## src/rtl/cdb_arbiter_pkg.sv

```systemverilog
// Shared definitions for the CDB arbiter slice: default functional-unit and
// CDB port counts, the index type, and the wrap-around decrement used for scanning.
package cdb_arbiter_pkg;

    localparam int NUM_FU   = 5;
    localparam int NUM_CDB  = 1;
    localparam int FU_IDX_W = $clog2(NUM_FU);

    typedef logic [FU_IDX_W-1:0] fu_idx_t;

    function automatic int dec_wrap(input int v, input int n);
        return (v == 0) ? (n - 1) : (v - 1);
    endfunction

endpackage

```

## src/rtl/cdb_arbiter_rr_scan.sv

```systemverilog
// Combinational scanner: finds the first eligible requester, starting at
// start_i and descending with wrap-around (start, start-1, ..., 0, N-1, ...).
module cdb_arbiter_rr_scan
    import cdb_arbiter_pkg::*;
#(
    parameter  int N     = NUM_FU,
    localparam int IDX_W = $clog2(N)
) (
    input  logic [N-1:0]     elig_i,
    input  logic [IDX_W-1:0] start_i,
    output logic [IDX_W-1:0] idx_o,
    output logic             found_o
);

    logic [IDX_W-1:0] pos_s;

    // Walk N positions in descending-wrap order; the first hit wins.
    always_comb begin
        found_o = 1'b0;
        idx_o   = {IDX_W{1'b0}};
        if (int'(start_i) < N) begin
            pos_s = start_i;
        end else begin
            pos_s = IDX_W'(N - 1);
        end
        for (int k = 0; k < N; k++) begin
            if (!found_o && elig_i[pos_s]) begin
                found_o = 1'b1;
                idx_o   = pos_s;
            end else begin
                pos_s = IDX_W'(dec_wrap(int'(pos_s), N));
            end
        end
    end

endmodule

```

## src/rtl/cdb_arbiter.sv

```systemverilog
// Registered CDB arbiter: grants up to NUM_GRANT functional-unit done requests
// per cycle, fixed (highest index first) or round-robin priority, with stall.
module cdb_arbiter
    import cdb_arbiter_pkg::*;
#(
    parameter  int N         = NUM_FU,
    parameter  int NUM_GRANT = NUM_CDB,
    localparam int IDX_W     = $clog2(N),
    localparam int CNT_W     = $clog2(NUM_GRANT + 1)
) (
    input  logic                       clock_i,
    input  logic                       reset_i,
    input  logic                       rr_en_i,
    input  logic                       stall_i,
    input  logic [N-1:0]               req_i,
    output logic [N-1:0]               ack_o,
    output logic [NUM_GRANT-1:0]       ack_valid_o,
    output logic [NUM_GRANT*IDX_W-1:0] ack_idx_o,
    output logic [CNT_W-1:0]           num_granted_o
);

    logic [N-1:0]               ack_q,   ack_d;
    logic [NUM_GRANT-1:0]       valid_q, valid_d;
    logic [NUM_GRANT*IDX_W-1:0] idx_q,   idx_d;
    logic [CNT_W-1:0]           cnt_q,   cnt_d;
    logic [IDX_W-1:0]           ptr_q,   ptr_d;

    logic [N-1:0]               elig_s;
    logic [IDX_W-1:0]           start_s;
    logic [N-1:0]               mask_s      [NUM_GRANT+1];
    logic [IDX_W-1:0]           win_idx_s   [NUM_GRANT];
    logic [NUM_GRANT-1:0]       win_found_s;

    // A unit acked this cycle still holds req high, so it must not win again.
    assign elig_s    = req_i & ~ack_q;
    assign start_s   = rr_en_i ? ptr_q : IDX_W'(N - 1);
    assign mask_s[0] = elig_s;

    // Every stage scans from the same start; earlier winners are masked out,
    // so the chain yields winners in scan order.
    for (genvar g = 0; g < NUM_GRANT; g++) begin : g_scan
        cdb_arbiter_rr_scan #(.N(N)) u_scan (
            .elig_i  (mask_s[g]),
            .start_i (start_s),
            .idx_o   (win_idx_s[g]),
            .found_o (win_found_s[g])
        );
        assign mask_s[g+1] = mask_s[g] &
            ~(win_found_s[g] ? ({{(N-1){1'b0}}, 1'b1} << win_idx_s[g]) : {N{1'b0}});
    end

    // Next-state: pack winners from port 0, pointer follows the last winner.
    always_comb begin
        ack_d   = {N{1'b0}};
        valid_d = {NUM_GRANT{1'b0}};
        idx_d   = {(NUM_GRANT*IDX_W){1'b0}};
        cnt_d   = {CNT_W{1'b0}};
        ptr_d   = ptr_q;
        if (stall_i) begin
            ptr_d = ptr_q;
        end else begin
            ack_d = elig_s & ~mask_s[NUM_GRANT];
            for (int g = 0; g < NUM_GRANT; g++) begin
                if (win_found_s[g]) begin
                    valid_d[g]               = 1'b1;
                    idx_d[g*IDX_W +: IDX_W]  = win_idx_s[g];
                    cnt_d                    = cnt_d + CNT_W'(1);
                    ptr_d                    = IDX_W'(dec_wrap(int'(win_idx_s[g]), N));
                end else begin
                    valid_d[g] = 1'b0;
                end
            end
        end
    end

    // Output and pointer registers with synchronous reset.
    always_ff @(posedge clock_i) begin
        if (reset_i) begin
            ack_q   <= {N{1'b0}};
            valid_q <= {NUM_GRANT{1'b0}};
            idx_q   <= {(NUM_GRANT*IDX_W){1'b0}};
            cnt_q   <= {CNT_W{1'b0}};
            ptr_q   <= IDX_W'(N - 1);
        end else begin
            ack_q   <= ack_d;
            valid_q <= valid_d;
            idx_q   <= idx_d;
            cnt_q   <= cnt_d;
            ptr_q   <= ptr_d;
        end
    end

    assign ack_o         = ack_q;
    assign ack_valid_o   = valid_q;
    assign ack_idx_o     = idx_q;
    assign num_granted_o = cnt_q;

endmodule

```

## config.mk

```make
export PLATFORM = sky130hd
export DESIGN_NAME = cdb_arbiter
export DESIGN_NICKNAME = d
export VERILOG_FILES = /design/src/rtl/cdb_arbiter_pkg.sv /design/src/rtl/cdb_arbiter_rr_scan.sv /design/src/rtl/cdb_arbiter.sv
export SDC_FILE = /design/constraint.sdc
export NUM_CORES = 1
export LEC_CHECK = 0
export CAP_MARGIN = 20
export CORE_UTILIZATION = 50
export CTS_CLUSTER_DIAMETER = 150
export DETAILED_ROUTE_END_ITERATION = 10
export MAX_ROUTING_LAYER = met4
export PLACE_DENSITY = 0.71
export SETUP_SLACK_MARGIN = 0.2
export SLEW_MARGIN = 20
export SYNTH_ARGS = -nofsm -noshare
export SYNTH_HDL_FRONTEND = slang
export SYNTH_SLANG_ARGS = --single-unit
```

## constraint.sdc

```tcl
create_clock -name clock_i -period 8.1 [get_ports clock_i]
set_clock_uncertainty 0.15 [all_clocks]
set_input_delay 1.62 -clock clock_i [delete_from_list [all_inputs] [get_ports clock_i]]
set_output_delay 1.62 -clock clock_i [all_outputs]
set_load 0.005 [all_outputs]
```

==> impl_metrics.py, run 1 <==
metrics = {
    "synthesis": {
        "yosysSeqAreaShare": 0.122,
        "synth-edff-count": 0,
        "syn-num-nets": 275,
        "ys_types": 75,
        "ys_seq_elements": 12,
        "synthCells": 265,
        "synthFlopType": "dfxtp_1",
        "syn-cell-area_um2": 1970,
        "syn_avg_cell_area_um2": 7.43,
        "yosysWarnings": 0,
        "async_flop_share": 0,
    },
    "grt": {
        "grt_pass1_vias": 2020,
        "grt_start_max_net_pins": 15,
        "grt_pass1_wl_um": 9760,
        "overflow": 0,
        "grt_use_total": 0.307,
        "antenna_found_initial": 0,
    },
    "die": {
        "num_io_pins": 19,
        "fp-row-count": 22,
        "fp.dieArea_um2": 4190,
        "start_util": 0.530,
        "die_w_um": 64.8,
        "core-area_um2": 3720,
        "die_h_um": 64.8,
    },
    "worst_hold_path": {
        "hold_depth": 2,
        "worstHoldStart": "ptr_q[2]",
        "hold_path.class": "reg2reg",
    },
    "worst_setup_path": {
        "cp_max_fo": 11,
        "cp.arrival_ns": 6.90,
        "startpoint": "rr_en_i",
        "r2r_cells": 16,
        "r2r-start": "ptr_q[0]",
        "critical_path_class": "in2reg",
        "cp-end-kind": "flip-flop",
        "startpoint_type": "input pin",
        "crit_required_ns": 8.08,
    },
    "final_layout": {
        "nets": 282,
        "drive_gt1_frac": 0.111,
        "antenna_cells": 0,
        "multi_input_area_um2": 1570,
        "regArea_um2": 240,
        "syn_to_final_growth_pct": 8.64,
        "final_core_util": 0.576,
        "fillers": 370,
    },
    "drt": {
        "viasPerCell": 6.95,
        "drt_iter0_markers": 382,
        "detail-route-antenna-nets": 0,
        "drc": 0,
        "wl_per_cell_um": 18.4,
        "vias": 2217,
        "drtPass1Iterations": 8,
        "totalWireLength_um": 5880,
    },
    "sta": {
        "whs_ns": 0.386,
        "slew_violations": 0,
        "fmax_mhz": 145,
        "setup_viol": 0,
        "max-slew-margin-rel": 0.520,
        "hold_viol": 0,
        "rsz0062_at_grt": "false",
        "post-route-min-period_ns": 6.92,
        "fin_crit_sh": 0.854,
        "tightest_slew_ns": 0.710,
        "finalSetupTns_ns": 0,
    },
    "clocking": {
        "cts_sinks": 12,
        "clockBufferDepth": 2,
        "clk_pin_slew_ns": 0.05,
        "post_cts_buffers": 0,
        "cts_tree": "yes",
        "cts_hold_buf": 0,
        "cts_buffers": 3,
        "htreeDepth": 1,
        "root_buffer": "clkbuf_8",
        "worstSkewPairLatency_ns": 0.24,
        "cts_resized": 0,
    },
    "placed_design": {
        "place_hpwl_um": 4530,
        "io_buffer_count": 18,
        "gp_congestion": 1.00,
    },
    "run_status": {
        "status": "completed",
    },
    "run": {
        "maxCapViolations": 0,
    },
}
## routing by layer
layer | GRT usage | up-vias | wire [µm]
met2 | 0.508 | 146 | 2740
met4 | 0.128 | 0 | 181
li1 | - | 1046 | -
met1 | 0.385 | 1007 | 2470
met3 | 0.0176 | 18 | 488
met5 | - | - | 0
## path summary, 6_finish.rpt
kind | end | slack, ns
setup reg to reg | ptr_q[0] | 2.65
hold reg to reg | ptr_q[2] | 0.39
setup / recovery | ptr_q[0] | 1.18
hold / removal | ptr_q[2] | 0.39
## logic make-up after synthesis
logic type,after synthesis,share of synthesized area
simple gates,110,0.322
compound gates,113,0.433
fa+ha+maj,1,0.00635
flops,12,0.122
mux,6,0.0349
buf+inv,23,0.0813
## registers in the layout (all words and copies together), names as in the netlist
register / count
ptr_q: 3
ack_idx_o: 3
ack_o: 5
num_granted_o: 1
## layout make-up
type                            count  area share
Multi-Input combinational cell    230       0.733
Sequential cell                    12       0.112
Timing Repair Buffer               19      0.0877
Tap cell                           48      0.0281
Clock buffer                        4      0.0257
Inverter                            6      0.0129
## cell usage in the layout, fill, tap and decap left out, types with 5 or more instances in the layout
cell type	n
nor2_1	23
nand2_1	22
a21oi_1	20
clkdlybuf4s50_1	18
o21ai_0	16
dfxtp_1	12
nor3_1	11
a211oi_1	9
nand3_1	7
o211ai_1	7
nand2b_1	6
inv_1	5
o21ai_1	5
a211o_1	5
and3_1	5
## cell usage after synthesis, types with 2 or more instances
| cell | count | area (µm²) |
|---|---|---|
| mux2i_1 | 4 | 40.0 |
| and2_1 | 4 | 25.0 |
| o211a_1 | 3 | 30.0 |
| nor3_1 | 11 | 55.1 |
| inv_1 | 5 | 18.8 |
| o22ai_1 | 3 | 18.8 |
| o21ai_1 | 5 | 25.0 |
| o221ai_1 | 3 | 26.3 |
| and3_1 | 5 | 31.3 |
| or2_2 | 3 | 18.8 |
| a31oi_1 | 4 | 25.0 |
| or3_1 | 4 | 25.0 |
| nand2_1 | 22 | 82.6 |
| o31a_1 | 3 | 26.3 |
| buf_2 | 3 | 15.0 |
| o32ai_1 | 2 | 17.5 |
| nand4_1 | 3 | 18.8 |
| a2bb2oi_1 | 2 | 17.5 |
| o31ai_1 | 3 | 22.5 |
| nand3b_1 | 2 | 15.0 |
| nor2_1 | 23 | 86.3 |
| buf_4 | 3 | 22.5 |
| o21a_1 | 4 | 30.0 |
| a211oi_1 | 9 | 67.6 |
| a21o_1 | 4 | 30.0 |
| a211o_1 | 5 | 43.8 |
| nor2b_1 | 4 | 25.0 |
| a2111o_1 | 2 | 22.5 |
| a21oi_1 | 20 | 100 |
| nand2b_1 | 6 | 37.5 |
| clkbuf_1 | 5 | 18.8 |
| nand3_1 | 7 | 35.0 |
| o21ai_0 | 16 | 80.1 |
| o211ai_1 | 7 | 52.6 |
| dfxtp_1 | 12 | 240 |
| buf_6 | 5 | 56.3 |
## metrics by stage
| step | cells | cell area (µm²) | setup slack [ns] |
|---|---|---|---|
| 2_1_floorplan | 265 | 1970 | 1.91 |
| 3_3_place_gp | 315 | 2080 | 1.15 |
| 3_5_place_dp | 315 | 2080 | 1.01 |
| 4_1_cts | 319 | 2140 | 1.26 |
| 5_1_grt | 319 | 2140 | 0.822 |
| 6_report | 319 | 2140 | 1.18 |
## critical path, stage by stage
cell and delay, ns:
clkdlybuf4s50_1 0.50, nand2b_4 0.11, inv_6 0.13, o21ai_0 0.11, ha_1 0.44, o21ai_2 0.15, a21boi_4 0.22, a221o_1 0.31
o22a_1 0.23, and3_1 0.25, a211o_1 0.26, nor4b_1 0.64, nor3_1 0.13, and2_1 0.21, a2111o_1 0.44, a211oi_2 0.34
mux2i_1 0.40, nand2_1 0.16, a32o_1 0.25
Power of run 1 is left out: the tool's default activity adds up to more than one toggle a clock period on the data nets, which glitch-free logic cannot reach.
==> run 2, diff against run 1 <==
--- a/config.mk
+++ b/config.mk
@@ -6,13 +6,15 @@
 export NUM_CORES = 1
 export LEC_CHECK = 0
 export CAP_MARGIN = 20
+export CORE_ASPECT_RATIO = 1.5
 export CORE_UTILIZATION = 50
 export CTS_CLUSTER_DIAMETER = 150
 export DETAILED_ROUTE_END_ITERATION = 10
 export MAX_ROUTING_LAYER = met4
-export PLACE_DENSITY = 0.71
+export PLACE_DENSITY = 0.73
 export SETUP_SLACK_MARGIN = 0.2
 export SLEW_MARGIN = 20
 export SYNTH_ARGS = -nofsm -noshare
 export SYNTH_HDL_FRONTEND = slang
+export SYNTH_HIERARCHICAL = 1
 export SYNTH_SLANG_ARGS = --single-unit
==> impl_metrics.py, run 2 <==
metrics = {
    "die": {
        "core-area_um2": 2910,
        "die_w_um": 47.0,
        "start_util": 0.522,
        "fp-row-count": 24,
        "fp.dieArea_um2": 3270,
        "die_h_um": 69.5,
        "num_io_pins": 19,
    },
    "clocking": {
        "root_buffer": "clkbuf_8",
        "htreeDepth": 1,
        "cts_resized": 0,
        "cts_tree": "yes",
        "post_cts_buffers": 0,
        "cts_hold_buf": 0,
        "clk_pin_slew_ns": 0.06,
        "clockBufferDepth": 2,
        "cts_sinks": 12,
        "cts_buffers": 3,
        "worstSkewPairLatency_ns": 0.25,
    },
    "synthesis": {
        "synthCells": 196,
        "synth.area.mux_share": 0.0584,
        "netlist_top_cells_area": "dfxtp_1 16%, nor2_1 4.7%, a21oi_1 3.6%, ha_1 3.3%, nor2b_1 3.3%",
        "syn-cell-area_um2": 1520,
        "yosysSeqAreaShare": 0.158,
        "synth_fa_ha_area_frac": 0.0329,
        "ys_seq_elements": 12,
        "async_flop_share": 0,
        "yosys.area_share.simple": 0.347,
        "syn_avg_cell_area_um2": 7.76,
        "yosysTopAreaCell": "dfxtp_1",
        "synth-edff-count": 0,
        "synthFlopType": "dfxtp_1",
        "synth_common_cells": "19 x nor2_1, 12 x dfxtp_1, 12 x nand2_1, 11 x a21oi_1",
        "ys_types": 68,
        "synth_compound_area_frac": 0.351,
        "yosys.area.top_type_share": 0.158,
        "yosysWarnings": 6,
        "syn-num-nets": 209,
        "yosysMostFrequentCell": "nor2_1",
        "synth_top_family_by_area": "compound AO/OA/AOI/OAI gates",
        "synthXorXnorAreaFrac": 0.00576,
    },
    "sta": {
        "hold_viol": 0,
        "rsz0062_at_grt": "false",
        "tightest_slew_ns": 0.589,
        "post-route-min-period_ns": 7.44,
        "setup_viol": 0,
        "slew_violations": 0,
        "fin_crit_sh": 0.919,
        "max-slew-margin-rel": 0.602,
        "fmax_mhz": 134,
        "finalSetupTns_ns": 0,
    },
    "placed_design": {
        "dp.cells": 253,
        "gp_congestion": 0.916,
        "io_buffer_count": 18,
        "place_hpwl_um": 3170,
    },
    "grt": {
        "grt_pass1_vias": 1495,
        "overflow": 0,
        "grt_pass1_wl_um": 6770,
        "antenna_found_initial": 0,
        "grt_start_max_net_pins": 14,
        "grt_use_total": 0.283,
    },
    "drt": {
        "vias": 1630,
        "drtPass1Iterations": 4,
        "totalWireLength_um": 4110,
        "drc": 0,
        "viasPerCell": 6.34,
        "wl_per_cell_um": 16.0,
        "drt_iter0_markers": 49,
        "detail-route-antenna-nets": 0,
    },
    "final_layout": {
        "final_common_cell": "nor2_1",
        "largest_reg_flops": 5,
        "fillers": 288,
        "syn_to_final_growth_pct": 19.9,
        "drive_gt1_frac": 0.133,
        "layout_common_cells": "19 x nor2_1, 18 x clkdlybuf4s50_1, 12 x nand2_1, 12 x dfxtp_1, 11 x a21oi_1",
        "fin_cells": 257,
        "antenna_cells": 0,
        "nets": 232,
    },
    "worst_setup_path": {
        "startpoint_type": "input pin",
        "critical_path_class": "in2reg",
        "crit_chain": "clkdlybuf4s50_1, and2_1, o21ai_0, ha_1, o32ai_1, nor2_1, ha_1, inv_1, o2111a_4, or2_1, a2111o_1, and2_4, a32oi_2, ha_1, nand2_1, nand2_1, mux2i_4, mux2i_1, and3_1, o31ai_1, nor3b_4, nand2_2, nor4b_2",
        "cp_max_fo": 12,
        "critPathMaxStageDelay_ns": 0.48,
        "crit_required_ns": 8.11,
        "cp-end-kind": "flip-flop",
        "slowest_stage": "a2111o_1",
        "cp.arrival_ns": 7.45,
        "crit_top_cell": "ha_1",
    },
    "worst_hold_path": {
        "hold_path.class": "reg2reg",
    },
    "run_status": {
        "status": "completed",
    },
    "run": {
        "maxCapViolations": 0,
    },
    "power": {
        "p_leak_uw": 0.000719,
        "vdd_ir_drop_max_mv": 0.254,
        "powerDensity_nw_per_um2": 345,
    },
}
[run 2: cell types whose count changed after synthesis, moves of 4 or more]
cell / change
a211oi_1: -7
a21oi_1: -9
buf_6: -5
nand2_1: -10
nor2_1: -4
nor2b_1: +4
nor3_1: -4
o21ai_0: -9
o21ai_1: -4
[run 2: kinds of logic (layout without fill, tap and decap cells)]
group / after synthesis / after routing
adders and majority gates: 4 / 4
DFF: 12 / 12
muxes: 7 / 7
buffers and inverters: 16 / 38
xor gates and xnor gates: 1 / 1
and+or+nand+nor: 89 / 89
AOI/OAI and AO/OA: 67 / 67
[run 2: worst max-delay path, delay by kind of cell]
kind	cells	cell delay, ns
and+or+nand+nor	10	2.46
AOI/OAI and AO/OA	6	1.89
adders and majority gates	3	0.74
buffers and inverters	2	0.51
muxes	2	0.23
[run 2: power breakdown]
part | internal [µW] | leakage [µW] | total (µW) | switching [µW]
clock | 43.0 | 0.0000288 | 67.3 | 24.2
combinational | 209 | 0.000593 | 483 | 274
sequential | 72.6 | 0.0000977 | 78.4 | 5.74
total | 324 | 0.000719 | 628 | 304
[run 2: path summary, 6_finish.rpt]
check        slack [ns]        to  cells after the start      from
min reg2reg        0.32  ptr_q[0]                      2  ptr_q[0]
min                0.32  ptr_q[0]                      2  ptr_q[0]
max                0.66  ack_o[2]                     23   rr_en_i
max reg2reg        2.21  ack_o[2]                     22  ptr_q[1]
[run 2: cell type report]
cell class                 count  area (µm²)  area share
multi-input combinational    168        1210       0.663
sequential                    12         240       0.132
timing repair buffer          26         240       0.132
clock buffer                   4        55.1      0.0302
tap                           39        48.8      0.0268
inverter                       8        30.0      0.0165
[run 2: per-stage QoR]
step	hold WS, ns	power, µW	area (µm²)	worst slack (ns)	utilization
finish	0.321	628	1820	0.657	0.626
global route	0.343	682	1820	0.209	0.626
CTS	0.313	622	1820	0.694	0.626
detailed placement	0.304	553	1770	0.407	0.607
global placement	0.285	543	1770	0.717	0.607
floorplan	0.271	450	1520	1.54	-
[run 2: layer usage]
layer | global-route usage | routed length [µm]
met1 | 0.363 | 1710
met2 | 0.446 | 2060
met3 | 0.0130 | 229
met4 | 0.117 | 123
met5 | - | 0
Note: power is estimated with default switching activity, not from simulation.
